--- src/rtl/cpu_pkg.sv ---
// Shared CPU definitions: load/store opcodes, LSU state encoding and
// opcode classification helpers used by the LSU and the decoder.
package cpu_pkg;

    localparam logic [5:0] OP_LB  = 6'h20;
    localparam logic [5:0] OP_LH  = 6'h21;
    localparam logic [5:0] OP_LW  = 6'h23;
    localparam logic [5:0] OP_LBU = 6'h24;
    localparam logic [5:0] OP_LHU = 6'h25;
    localparam logic [5:0] OP_SB  = 6'h28;
    localparam logic [5:0] OP_SH  = 6'h29;
    localparam logic [5:0] OP_SW  = 6'h2b;

    typedef enum logic [1:0] {
        ST_IDLE   = 2'd0,
        ST_ACCESS = 2'd1,
        ST_DONE   = 2'd2
    } lsu_state_t;

    function automatic logic is_load(input logic [5:0] op);
        return (op == OP_LB) || (op == OP_LH) || (op == OP_LW) ||
               (op == OP_LBU) || (op == OP_LHU);
    endfunction

    function automatic logic is_store(input logic [5:0] op);
        return (op == OP_SB) || (op == OP_SH) || (op == OP_SW);
    endfunction

    // Halfwords need an even address, words a 4-byte aligned one.
    function automatic logic misaligned(input logic [5:0] op, input logic [1:0] lo);
        logic half;
        logic word;
        half = (op == OP_LH) || (op == OP_LHU) || (op == OP_SH);
        word = (op == OP_LW) || (op == OP_SW);
        return (half && lo[0]) || (word && (lo != 2'b00));
    endfunction

endpackage

--- src/rtl/lsu_store_align.sv ---
// Combinational store lane steering: byte enables and lane-replicated
// write data from opcode, address low bits and unaligned store data.
module lsu_store_align
    import cpu_pkg::*;
(
    input  logic [5:0]  op,
    input  logic [1:0]  addr_lo,
    input  logic [31:0] wdata,
    output logic [3:0]  mem_be,
    output logic [31:0] mem_wdata
);

    genvar gi;
    generate
        for (gi = 0; gi < 4; gi++) begin : g_lane
            // Each lane takes the store byte that would land on it after replication.
            assign mem_be[gi] = (op == OP_SB) ? (addr_lo == 2'(gi)) :
                                (op == OP_SH) ? (addr_lo[1] == 1'(gi / 2)) :
                                ((op == OP_SW) || is_load(op));
            assign mem_wdata[8*gi +: 8] = (op == OP_SB) ? wdata[7:0] :
                                          (op == OP_SH) ? wdata[8*(gi % 2) +: 8] :
                                          wdata[8*gi +: 8];
        end
    endgenerate

endmodule

--- src/rtl/lsu_access_ctrl.sv ---
// Load/store sequencer for the single-ported data memory: alignment faults,
// pipeline stall until ack, timeout bus error and flush-kill of in-flight accesses.
module lsu_access_ctrl
    import cpu_pkg::*;
#(
    parameter int MAX_WAIT = 16,
    parameter int CNT_W    = 8
) (
    input  logic        clk,
    input  logic        rst,
    input  logic        valid,
    input  logic [5:0]  op,
    input  logic [31:0] addr,
    input  logic [31:0] wdata,
    input  logic        flush,
    output logic        mem_req,
    output logic        mem_we,
    output logic [3:0]  mem_be,
    output logic [31:0] mem_addr,
    output logic [31:0] mem_wdata,
    input  logic        mem_ack,
    input  logic [31:0] mem_rdata,
    output logic        stall,
    output logic        done,
    output logic [31:0] rdata_raw,
    output logic [5:0]  op_q,
    output logic [1:0]  addr_lo,
    output logic        adel,
    output logic        ades,
    output logic        bus_err,
    output logic [31:0] badvaddr
);

    lsu_state_t state_reg, state_next;

    logic [CNT_W-1:0] cnt_reg;
    logic             kill_reg;
    logic [5:0]       op_reg;
    logic [31:0]      addr_reg;
    logic [3:0]       be_reg;
    logic [31:0]      wdata_reg;
    logic [31:0]      rdata_reg;
    logic             adel_reg, ades_reg, bus_err_reg;
    logic [31:0]      badvaddr_reg;

    logic [3:0]       be_new;
    logic [31:0]      wdata_new;
    logic             start, accept, fault, timeout, in_access;

    lsu_store_align u_align (
        .op        (op),
        .addr_lo   (addr[1:0]),
        .wdata     (wdata),
        .mem_be    (be_new),
        .mem_wdata (wdata_new)
    );

    always_ff @(posedge clk) begin
        if (rst) state_reg <= ST_IDLE;
        else     state_reg <= state_next;
    end

    always_comb begin
        state_next = state_reg;
        mem_req    = 1'b0;
        mem_we     = 1'b0;
        stall      = 1'b0;
        done       = 1'b0;
        in_access  = (state_reg == ST_ACCESS);
        start      = valid && (is_load(op) || is_store(op)) && !flush;
        accept     = (state_reg == ST_IDLE) && start && !misaligned(op, addr[1:0]);
        fault      = (state_reg == ST_IDLE) && start && misaligned(op, addr[1:0]);
        timeout    = in_access && !mem_ack && (cnt_reg == CNT_W'(MAX_WAIT - 1));
        case (state_reg)
            ST_IDLE: begin
                stall = accept;
                if (accept) state_next = ST_ACCESS;
            end
            ST_ACCESS: begin
                mem_req = 1'b1;
                mem_we  = is_store(op_reg);
                stall   = 1'b1;
                // A flushed access still completes on the bus but reports nothing.
                if (mem_ack)      state_next = (kill_reg || flush) ? ST_IDLE : ST_DONE;
                else if (timeout) state_next = ST_IDLE;
            end
            ST_DONE: begin
                done       = 1'b1;
                state_next = ST_IDLE;
            end
            default: state_next = ST_IDLE;
        endcase
    end

    always_ff @(posedge clk) begin
        if (rst) begin
            cnt_reg      <= '0;
            kill_reg     <= 1'b0;
            op_reg       <= '0;
            addr_reg     <= '0;
            be_reg       <= '0;
            wdata_reg    <= '0;
            rdata_reg    <= '0;
            adel_reg     <= 1'b0;
            ades_reg     <= 1'b0;
            bus_err_reg  <= 1'b0;
            badvaddr_reg <= '0;
        end else begin
            if (accept) begin
                op_reg    <= op;
                addr_reg  <= addr;
                be_reg    <= be_new;
                wdata_reg <= wdata_new;
            end
            adel_reg    <= fault && is_load(op);
            ades_reg    <= fault && is_store(op);
            bus_err_reg <= timeout;
            if (fault)        badvaddr_reg <= addr;
            else if (timeout) badvaddr_reg <= addr_reg;
            if (in_access && !mem_ack && !timeout) begin
                cnt_reg  <= cnt_reg + 1'b1;
                kill_reg <= kill_reg || flush;
            end else begin
                cnt_reg  <= '0;
                kill_reg <= 1'b0;
            end
            if (in_access && mem_ack && !(kill_reg || flush) && is_load(op_reg))
                rdata_reg <= mem_rdata;
        end
    end

    assign mem_be    = be_reg;
    assign mem_addr  = {addr_reg[31:2], 2'b00};
    assign mem_wdata = wdata_reg;
    assign rdata_raw = rdata_reg;
    assign op_q      = op_reg;
    assign addr_lo   = addr_reg[1:0];
    assign adel      = adel_reg;
    assign ades      = ades_reg;
    assign bus_err   = bus_err_reg;
    assign badvaddr  = badvaddr_reg;

endmodule
--- config.mk ---
export PLATFORM = sky130hd
export DESIGN_NAME = lsu_access_ctrl
export DESIGN_NICKNAME = d
export VERILOG_FILES = /design/src/rtl/cpu_pkg.sv /design/src/rtl/lsu_store_align.sv /design/src/rtl/lsu_access_ctrl.sv
export SDC_FILE = /design/constraint.sdc
export NUM_CORES = 1
export LEC_CHECK = 0
export CAP_MARGIN = 20
export CORE_ASPECT_RATIO = 0.75
export CORE_MARGIN = 8
export CORE_UTILIZATION = 30
export CTS_BUF_LIST = sky130_fd_sc_hd__clkbuf_2
export DETAILED_ROUTE_END_ITERATION = 7
export HOLD_SLACK_MARGIN = 0.06
export PLACE_DENSITY = 0.61
export SYNTH_ARGS = -nofsm -noshare
export SYNTH_HDL_FRONTEND = slang
export SYNTH_SLANG_ARGS = --single-unit
--- constraint.sdc ---
create_clock -name clk -period 2.25 [get_ports clk]
set_input_delay 0.3375 -clock clk [delete_from_list [all_inputs] [get_ports clk]]
set_output_delay 0.3375 -clock clk [all_outputs]
set_load 0.02 [all_outputs]
* After elaboration in Yosys (flattened, before gate mapping) *
Index checks and enable logic that the tools add are counted.

cells by class
  equal/unequal tests = 24
  bitwise operators = 2
  reduce and logical (&&, ||, !) cells = 45
  add/sub/neg operators = 1
  shift-type cells = 0
  multipliers = 0
  div/mod/pow operators = 0
  order comparisons = 0
  multiplexer cells = 22

operators with widths
  kind                                            number
  == test 6 bit (second input constant)           16
  two-way mux 32 bit                              2
  two-way mux 8 bit                               5
  logical OR 1 bit                                19
  logical AND 1 bit                               15
  two-way mux 1 bit                               9
  adder 8 x 1 -> 8 bit (second input constant)    1
  == test 8 x 4 -> 1 bit (second input constant)  1
  two-way mux 2 bit                               4
  == test 2 bit (second input constant)           3
  logical NOT 1 bit                               5
  == test 2 x 1 -> 1 bit (second input constant)  2
  logical NOT 2 bit                               2
  one-hot mux 2 bit (2 select lines)              1
  nonzero test 2 bit                              2
  != test 3 bit (second input constant)           1
  != test 2 bit (second input constant)           1
  inverter 1 bit                                  2
  one-hot mux 1 bit (2 select lines)              1
  AND reduction 2 bit                             1
  OR reduction 2 bit                              1

storage, ports and cells
  flip-flop bits (word level) = 152
  input bits = 107
  memory bits (read-only) = 0
  output and inout port bits = 147
  memory bits (writable) = 0
  memories kept = 0
  word-level logic and storage cells = 106
  bits in latches = 0

* Depth between registers and ports, before layout *
  depth in word-level cells = 12
  gate-level depth with buffers = 7
  depth with buffers taken out = 5

* Modules after synthesis *
Synthesis repeated with hierarchy kept, for this count alone.

second synthesis, totals
  cells, all modules = 788
  area total of the unflattened synthesis = 6993.0 um^2

by module, submodules not included
  module           sequential area each (um^2)  cells each  instances  area each (um^2)
  lsu_access_ctrl  3042.9                       718         1          6431.2
  lsu_store_align  0.0                          70          1          561.8

* Worst setup path after synthesis *
OpenSTA, ideal clock, no wires.

  path kind = input port to output port
  start point = input port op[1]
  end point = output port stall
  buffers on the path = 3
  path slack = 0.174 ns
  required time = 1.913 ns
  stages = 7
  data arrival time = 1.739 ns
  path through = buf_2 a21o_1 nand4_1 buf_2 clkbuf_1 a21oi_1 nor2_1

on the way
  longest elaborated chain between the ends = 11
  elaborated cells on any way between the ends = 27
  classes of those cells = eq/ne (8); mux (1); reduce/logical (18)

ends and longest elaborated chain
  item                                  RTL line                      text
  from (decl)                           lsu_access_ctrl.sv:12         input logic [5:0] op,
  == test 6 bit (on tied branches)      cpu_pkg.sv:21, cpu_pkg.sv:33
  logical OR 1 bit (3 in series)        cpu_pkg.sv:21                 return (op == OP_LB) || (op == OP_LH) || (op == OP_LW) ||
  logical OR 1 bit                      cpu_pkg.sv:22                 (op == OP_LBU) || (op == OP_LHU);
  logical OR 1 bit                      lsu_access_ctrl.sv:70         start = valid && (is_load(op) || is_store(op)) && !flush;
  logical AND 1 bit (2 in series)       lsu_access_ctrl.sv:70
  logical AND 1 bit                     lsu_access_ctrl.sv:71         accept = (state_reg == ST_IDLE) && start && !misaligned(op, addr[1:0]);
  logical AND 1 bit *                   lsu_access_ctrl.sv:71
  one-hot mux 1 bit (2 select lines) *  lsu_access_ctrl.sv:74         case (state_reg)
  to (decl)                             lsu_access_ctrl.sv:23         output logic stall,

Every way passes the cells marked *; elsewhere a longest branch is shown, timed or not.

* Final worst setup path *
  start point = register state_reg[0]
  end point = output port stall

on the way
  longest elaborated chain between the ends = 4
  elaborated cells on any way between the ends = 5
  classes of those cells = eq/ne (1); mux (1); reduce/logical (3)

ends and longest elaborated chain
  item                                  RTL line                                      text
  from (decl)                           lsu_access_ctrl.sv:34                         lsu_state_t state_reg, state_next;
  from (signal assigned)                lsu_access_ctrl.sv:60                         else state_reg <= state_next;
  logical NOT 2 bit                     lsu_access_ctrl.sv:71, lsu_access_ctrl.sv:74
  logical AND 1 bit (2 in series)       lsu_access_ctrl.sv:71
  one-hot mux 1 bit (2 select lines) *  lsu_access_ctrl.sv:74

Marks and branches as above.

==> impl_metrics.csv <==
group,metric,value,unit
global_routing,antenna_found_initial,0,
layout,syn_to_final_growth,52.7,%
clock_network,clock_latency,710,ps
logic_synthesis,syn_avg_cell_area,8.69,um2
worst_hold_path,hold_class,"in -> reg",
worst_setup_path,crit_fanout,6,
routing,vias,6521,
pwr,p_leak,3.84,nW
floorplan,die_area,26400,um2
logic_synthesis,async_reset_ff_share,0,%
pwr,p_sw_share,25.9,%
pwr,clockPowerShare,35.3,%
worst_setup_path,crit_slowest_cell,"dfxtp_4",
floorplan,rows,46,
worst_setup_path,crit_start,"state_reg[0]",
run_status,status,"finished, violations left",
placed_design,dp.cells,1250,
pwr,total_power,0.00507,W
worst_setup_path,r2r_setup_slack,160,ps
routing,routed_wl,24000,um
worst_setup_path,rr_startpoint,"state_reg[0]",
pwr,p_switching,0.00131,W
logic_synthesis,synth_area,6430,um2
logic_synthesis,synth.distinct_cells,46,
floorplan,die_h,143,um
clock_network,clock_sinks,152,
sta,skew,40.8,ps
routing,first_iter_violations,547,
floorplan,ios,254,
placed_design,post_dp_cell_area,9430,um2
logic_synthesis,ys_warn_count,0,
pwr,p_int,0.00376,W
sta,period_share,104,%
routing,via_per_inst,5.07,
global_routing,grt_pass1_wl,36800,um
sta,finalWorstPathRequiredPeriod,2330,ps
worst_setup_path,crit_type,"reg -> out",
worst_setup_path,cp-endpoint,"stall",
global_routing,globalRouteOverflowTotal,0,
global_routing,grt_max_degree,73,
worst_setup_path,worstReg2RegEnd,"mem_be[2]",
worst_setup_path,reg2regPathDepth,6,
sta,fmax,0.429,GHz
pwr,powerDensity,516,nW/um2
placed_design,preCtsSetupSlack,-246,ps
clock_network,cts-root-buf,"clkbuf_2",
clock_network,clock_path_buffers,2,
sta,final.setup.worst_slack,-81.0,ps
floorplan,die_w,185,um
clock_network,h-tree-depth,4,
routing,firstDrtPassIters,4,
run_status,violations,"setup timing",
layout,fin_cells,1287,
layout,fill_cells,2103,
layout,fin_util,46.6,%
worst_setup_path,crit_chain,"nor4b_4, o2111a_2, a21oi_2, nor2_1, buf_4",
sta,maxSlewViolCount,0,
routing,route.detailed.drc,0,
pwr,p_seq_share,53.9,%
floorplan,initial_core_util,30.5,%
layout,diodes,0,
layout,final_area,9820,um2
placed_design,hpwlAfterDp,17100,um
logic_synthesis,synth_ff_type,"dfxtp_1",
routing,routedWlPerCell,18.6,um
sta,setup_viol,2,
clock_network,path_clk_slew,260,ps
clock_network,numCtsBuffers,17,
placed_design,port_buffers,251,
layout,drive_gt1_share,9.41,%
worst_setup_path,critPathLaunchType,"flip-flop",
routing,antenna_left,0,
layout,nets,1094,
layout,multi_input_area,3040,um2
pwr,combPwrFrac,10.8,%
global_routing,gr-usage-all-layers,17.7,%
floorplan,core_area,21100,um2
logic_synthesis,syn_inst,740,
sta,rsz0062_at_grt,"true",
clock_network,cts_tree,"built",
worst_setup_path,worst_path_largest_cell_delay,430,ps
sta,hold_viol,0,
global_routing,first_global_vias,6300,
layout,register_area,3050,um2
run,maxCapViolations,0,
placed_design,gp_congestion,0.826,
worst_setup_path,end_kind,"primary output",
worst_setup_path,crit_arrival,1990,ps
pwr,irDropWorstVdd,0.000309,V
worst_setup_path,worstPathRequired,1910,ps
logic_synthesis,yosysSeqAreaShare,47.3,%
logic_synthesis,synth_edf_count,0,
logic_synthesis,ys_seq_elements,152,
## what timing repair did
item / CTS / global route
endpoints found under the setup margin: 4 / 21
pin swaps: 1 / 4
hold buffers: 1 / 2
hold endpoints to repair: 27 / 2
resized for setup: 19 / 19
buffers inserted: 0 / 2
## power groups by stage
stage,clock network [W],registers (W),logic [W]
global route,0.00199,0.00274,0.000584
global placement,0,0.00279,0.000540
detailed placement,0,0.00279,0.000538
finish,0.00179,0.00273,0.000548
CTS,0.00187,0.00274,0.000543
floorplan,0,0.00281,0.000164
## kinds of logic after synthesis
kind of cell             count (synthesis)  synth area share [%]
adder cells (fa/ha/maj)                  1                 0.194
XOR/XNOR                                 6                 0.817
AND/OR/NAND/NOR                        242                  17.9
other                                    1                0.0583
buffers and inverters                   80                  6.07
multiplexers                            49                  7.62
AO/OA/AOI/OAI                          209                  20.1
flip-flops                             152                  47.3
## cell type report
cell class	instances	share of cell area [%]
Clock buffer	18	0.917
Inverter	4	0.153
Clock inverter	14	2.00
Multi-Input combinational cell	509	30.9
Tap cell	288	3.67
Timing Repair Buffer	302	31.3
Sequential cell	152	31.0
## critical path, delay by kind of cell, from the launching register on
kind	cells	cell delay, ps
flip-flops	1	430
AND/OR/NAND/NOR	2	410
AO/OA/AOI/OAI	2	310
buffers and inverters	1	160
## placed cells by master, fill, tap and decap left out, drive strengths merged, types with 3 or more instances in the layout
master         Yosys  routed
clkdlybuf4s50      0     228
nor2b              4       4
nand2b             4       4
mux2i             49      49
clkbuf            43      18
dlymetal6s2s       0      18
nor3b              3       3
a211oi            11      11
o21ai             65      65
o2111ai            9       9
nand2             77      77
nand4              3       3
a311oi            42      42
bufinv             0       4
nand3             57      57
dlygate4sd3        0       3
a21oi             76      76
dfxtp            152     152
xor2               4       4
clkinv             0       6
inv                4       7
buf               33      51
nor3              33      33
nor2              48      48
## worst min path at each step
stage               startpoint             to  cells past startpoint
finish                addr[31]   addr_reg[31]                      3
global route         wdata[22]  mem_wdata[22]                      3
CTS                   addr[31]   addr_reg[31]                      3
detailed placement  cnt_reg[0]     cnt_reg[0]                      1
global placement    cnt_reg[0]     cnt_reg[0]                      1
floorplan           cnt_reg[0]     cnt_reg[0]                      1
## synthesized netlist by cell type, types with 6 or more instances
cell type  number  area (um2)
o21ai_0        64         320
clkbuf_1       43         161
dfxtp_1       152        3040
buf_2          21         105
buf_6           6        67.6
o2111ai_1       8        70.1
nor3_1         33         165
nor2_1         47         176
a21oi_1        76         380
nand3_1        57         285
nand2_1        77         289
a311oi_1       42         368
a211oi_1       11        82.6
mux2i_1        49         490
## layer usage
layer / track usage, % / wire length [um] / up-vias
met2: 25.5 / 10200 / 227
met4: 2.73 / 70 / 0
met3: 7.59 / 2500 / 7
li1: - / - / 3175
met1: 24.3 / 11100 / 3112
met5: 0 / 0 / -
## metrics by stage
| stage | TNS (ps) | hold slack, ps |
|---|---|---|
| 3_5_place_dp | -10380 | 443 |
| 4_1_cts | -333 | 77.7 |
| 5_1_grt | -650 | 63.5 |
| 6_report | -99.0 | 183 |
| 3_3_place_gp | -8660 | 432 |
| 2_1_floorplan | 0 | 413 |
Note: power is estimated with default switching activity, not from simulation.
